## config.mk

```make
export PLATFORM = sky130hd
export DESIGN_NAME = shift_arbiter
export DESIGN_NICKNAME = d
export VERILOG_FILES = /design/src/rtl/shift_arbiter.sv
export SDC_FILE = /design/constraint.sdc
export NUM_CORES = 1
export LEC_CHECK = 0
export ABC_CLOCK_PERIOD_IN_PS = 6500
export CORE_MARGIN = 8
export CORE_UTILIZATION = 40
export DETAILED_ROUTE_END_ITERATION = 8
export PLACE_DENSITY_LB_ADDON = 0.08
export SETUP_SLACK_MARGIN = 0.3
export SYNTH_ARGS = -nofsm -noshare
export SYNTH_HDL_FRONTEND = slang
export SYNTH_SLANG_ARGS = --single-unit
export TNS_END_PERCENT = 20
```

## constraint.sdc

```tcl
create_clock -name clk -period 6.5 [get_ports clk]
set_input_delay 1.95 -clock clk [delete_from_list [all_inputs] [get_ports clk]]
set_output_delay 1.95 -clock clk [all_outputs]
set_load 0.01 [all_outputs]
```

## src/rtl/shift_arbiter.sv

```systemverilog
// Round-robin arbiter sharing one right barrel shifter between two requesters.
// SLL is built by bit-reversing the operand and result around the shifter.
module shift_arbiter #(
    parameter int         WIDTH  = 32,
    parameter logic [2:0] OP_SRL = 3'b101,
    parameter logic [2:0] OP_SLL = 3'b100
) (
    input  logic             clk,
    input  logic             rst,
    input  logic             req0_valid,
    output logic             req0_ready,
    input  logic [WIDTH-1:0] req0_data,
    input  logic [4:0]       req0_shamt,
    input  logic [2:0]       req0_op,
    input  logic             req1_valid,
    output logic             req1_ready,
    input  logic [WIDTH-1:0] req1_data,
    input  logic [4:0]       req1_shamt,
    input  logic [2:0]       req1_op,
    output logic             res_valid,
    input  logic             res_ready,
    output logic [WIDTH-1:0] res_data,
    output logic             res_id,
    output logic             res_err,
    output logic [WIDTH-1:0] sh_data,
    output logic [4:0]       sh_sel,
    output logic [2:0]       sh_signal,
    input  logic [WIDTH-1:0] sh_result
);

    typedef enum logic {
        EMPTY,
        FULL
    } state_t;

    state_t state, state_next;

    logic             last_grant;
    logic             grant;
    logic             slot_free;
    logic             accept;
    logic [WIDTH-1:0] sel_data;
    logic [4:0]       sel_shamt;
    logic [2:0]       sel_op;
    logic [WIDTH-1:0] res_next;
    logic             err_next;

    function automatic logic [WIDTH-1:0] bit_rev(input logic [WIDTH-1:0] v);
        logic [WIDTH-1:0] r;
        for (int i = 0; i < WIDTH; i++) begin
            r[i] = v[WIDTH-1-i];
        end
        return r;
    endfunction

    // With no request pending, grant falls to requester 0 so sh_* follow it.
    always_comb begin
        if (req0_valid && req1_valid) begin
            grant = ~last_grant;
        end else begin
            grant = req1_valid;
        end
    end

    assign slot_free  = (state == EMPTY) || res_ready;
    assign req0_ready = !rst && slot_free && req0_valid && !grant;
    assign req1_ready = !rst && slot_free && req1_valid && grant;
    assign accept     = req0_ready || req1_ready;
    assign res_valid  = (state == FULL);

    assign sel_data  = grant ? req1_data : req0_data;
    assign sel_shamt = grant ? req1_shamt : req0_shamt;
    assign sel_op    = grant ? req1_op : req0_op;

    assign sh_sel    = sel_shamt;
    assign sh_signal = OP_SRL;
    assign sh_data   = (sel_op == OP_SLL) ? bit_rev(sel_data) : sel_data;

    always_comb begin
        res_next = sel_data;
        err_next = 1'b1;
        unique case (sel_op)
            OP_SRL: begin
                res_next = sh_result;
                err_next = 1'b0;
            end
            OP_SLL: begin
                res_next = bit_rev(sh_result);
                err_next = 1'b0;
            end
            default: begin
                res_next = sel_data;
                err_next = 1'b1;
            end
        endcase
    end

    always_comb begin
        state_next = state;
        unique case (state)
            EMPTY: begin
                if (accept) begin
                    state_next = FULL;
                end
            end
            FULL: begin
                if (accept) begin
                    state_next = FULL;
                end else if (res_ready) begin
                    state_next = EMPTY;
                end
            end
            default: state_next = EMPTY;
        endcase
    end

    always_ff @(posedge clk) begin
        if (rst) begin
            state <= EMPTY;
        end else begin
            state <= state_next;
        end
    end

    always_ff @(posedge clk) begin
        if (rst) begin
            last_grant <= 1'b1;
            res_data   <= '0;
            res_id     <= 1'b0;
            res_err    <= 1'b0;
        end else if (accept) begin
            last_grant <= grant;
            res_data   <= res_next;
            res_id     <= grant;
            res_err    <= err_next;
        end
    end

endmodule

```

==> flow_metrics.tcl <==
set metrics [dict create \
    status "complete, no violations" \
    p_per_area_nw_per_um2 155 \
    p_leak_nw 1.84 \
    synth_area_leaders "dfxtp_1, mux4_2, a31oi_1" \
    clockBufferDepth 2 \
    grt_use_total_pct 22.3 \
    numCtsBuffers 5 \
    vias 3529 \
    numClockSinks 36 \
    die_h_um 104 \
    ys_seq_elements 36 \
    period_share_pct 94.1 \
    rsz0062_at_grt "false" \
    hold_viol 0 \
    pre_cts_slack_ns 0.372 \
    drtIter0Drc 182 \
    grt_pass1_wl_mm 19.8 \
    cp.required_ns 4.55 \
    combPwrFrac_pct 46.8 \
    synth_edf_count 0 \
    io_buffers 190 \
    synthCells 317 \
    peakVddDrop_uv 88.9 \
    ios 194 \
    setup_viol 0 \
    num_rows 32 \
    cts_resized 0 \
    synthArstFlopShare_pct 0 \
    dieArea_um2 10700 \
    tritoncts "yes" \
    p_clk_share_pct 22.0 \
    crit_arrival_ns 4.16 \
    final_net_count 606 \
    drcViolationCount 0 \
    final.setup.tns_ns 0 \
    coreArea_um2 7570 \
    drv_cap 0 \
    yosys.area.top_type "dfxtp_1" \
    cp-start-kind "input pin" \
    die_w_um 104 \
    skew_ns 0.00743 \
    synth.distinct_cells 31 \
    rrSetupSlack_ns 4.25 \
    synth_common_cells "a31oi_1, dfxtp_1, mux4_2" \
    start_util_pct 40.5 \
    max_freq_ghz 0.164 \
    swShare_pct 30.8 \
    crit_fanout 33 \
    overflow 0 \
    netlist.area_leader.share_pct 23.5 \
    cts_root_buf "clkbuf_8" \
    final_max_slew_viol_count 0 \
    syn_avg_cell_area_um2 9.68 \
    grt_start_max_net_pins 57 \
    grt_antenna_before_repair 0 \
    firstDrtPassIters 5 \
    power_uw 796 \
    clk_pin_slew_worst_paths_ns 0.08 \
    hold_path.class "flop to flop" \
    crit_path_end_kind "primary output" \
    p_seq_share_pct 31.2 \
    reg2reg_depth 6 \
    layout-drive-gt1-share_pct 13.5 \
    vias_per_cell 5.97 \
    p_sw_uw 245 \
    hold_ws_ns 0.466 \
    hpwl_mm 9.29 \
    synth_ff_type "dfxtp_1" \
    yosysWarnings 0 \
    area_growth_pct 67.0 \
    slew_headroom_pct 31.4 \
    yosysMostFrequentCell "a31oi_1" \
    critical_path_class "input pin to primary output" \
    wl_per_cell_um 21.0 \
    syn_area_um2 3070 \
    tightest_slew_ns 1.03 \
    final_util_pct 67.7 \
    hold_path_depth 2 \
    timing.final.ws_setup_ns 0.386 \
    first_global_vias 3627 \
    htree_levels 2 \
    internal_power_uw 551 \
    fillCellCount 634 \
    diodes 0 \
    ant_nets 0 \
    drt_wl_total_mm 12.4 \
    gp_congestion 0.824 \
    clock_latency_ns 0.28 \
    synth_seq_area_share_pct 23.5 \
    min_period_ns 6.11 \
]
[placed cells by master, fill, tap and decap left out, types with 2 or more instances in the layout]
cell type and instances:
a21oi_1 2, a221oi_2 9, a22oi_1 24, a31oi_1 46
and3_1 23, buf_12 3, buf_4 8, clkbuf_8 7
clkdlybuf4s50_1 190, conb_1 3, dfxtp_1 36, mux2i_1 10
mux4_2 32, nand2_1 30, nand2b_1 3, nand3b_1 2
nor2_1 3, nor2b_1 3, nor3b_1 2, o21ai_0 23
o311ai_0 9, or3_1 10
[final cells by class]
| type | count | area [µm²] | area share [%] |
|---|---|---|---|
| clock buffers | 7 | 96.3 | 1.88 |
| inverters | 1 | 3.75 | 0.0733 |
| multi-input cells | 244 | 2150 | 42.0 |
| flip-flops and latches | 36 | 721 | 14.1 |
| well taps | 102 | 128 | 2.49 |
| repair buffers | 201 | 2020 | 39.5 |
[critical path: stages]
cell	delay, ns
clkdlybuf4s50_1	0.57
a21boi_4	0.24
mux2_2	0.39
buf_12	0.18
mux4_2	0.31
clkdlybuf4s50_1	0.50
[registers in the layout, summed over array words and instances, names as in the netlist]
register    count
last_grant      1
res_data       32
res_err         1
res_id          1
res_valid       1
[timing repair]
action	4_1_cts	5_1_grt
hold buffers	0	0
setup buffers	0	1
setup endpoints to repair	0	26
[metrics by stage]
step / cells / cell area, µm²
detailed placement: 583 / 5020
CTS: 590 / 5120
global route: 591 / 5120
floorplan: 318 / 3070
global placement: 583 / 5020
finish: 591 / 5120
[power groups by stage]
stage,logic [mW],registers (mW),clock network [mW]
4_1_cts,0.373,0.248,0.182
6_report,0.372,0.249,0.175
2_1_floorplan,0.161,0.261,0
3_3_place_gp,0.366,0.253,0
5_1_grt,0.397,0.251,0.191
3_5_place_dp,0.371,0.253,0
[per-layer routing]
layer	track usage, %	part of all wire, %	up-vias
met5	0	0	-
met4	5.98	1.9	0
met3	8.30	10	16
met2	36.9	48	192
met1	26.3	40	1687
li1	-	-	1634
[cells by family (layout without fill, tap and decap cells)]
logic type | Yosys count | in the layout | synth area share, %
buffers and inverters | 38 | 209 | 6.97
other | 2 | 3 | 0.245
AO/OA/AOI/OAI | 115 | 115 | 27.2
AND/OR/NAND/NOR | 81 | 81 | 13.9
flip-flops | 36 | 36 | 23.5
multiplexers | 45 | 45 | 28.2
[final timing paths]
| kind | end | start |
|---|---|---|
| hold / removal | res_err | res_err |
| setup / recovery | sh_data[22] | req1_valid |
| setup reg to reg | res_data[9] | last_grant |
| hold reg to reg | res_err | res_err |
(Power assumes the default switching activity.)
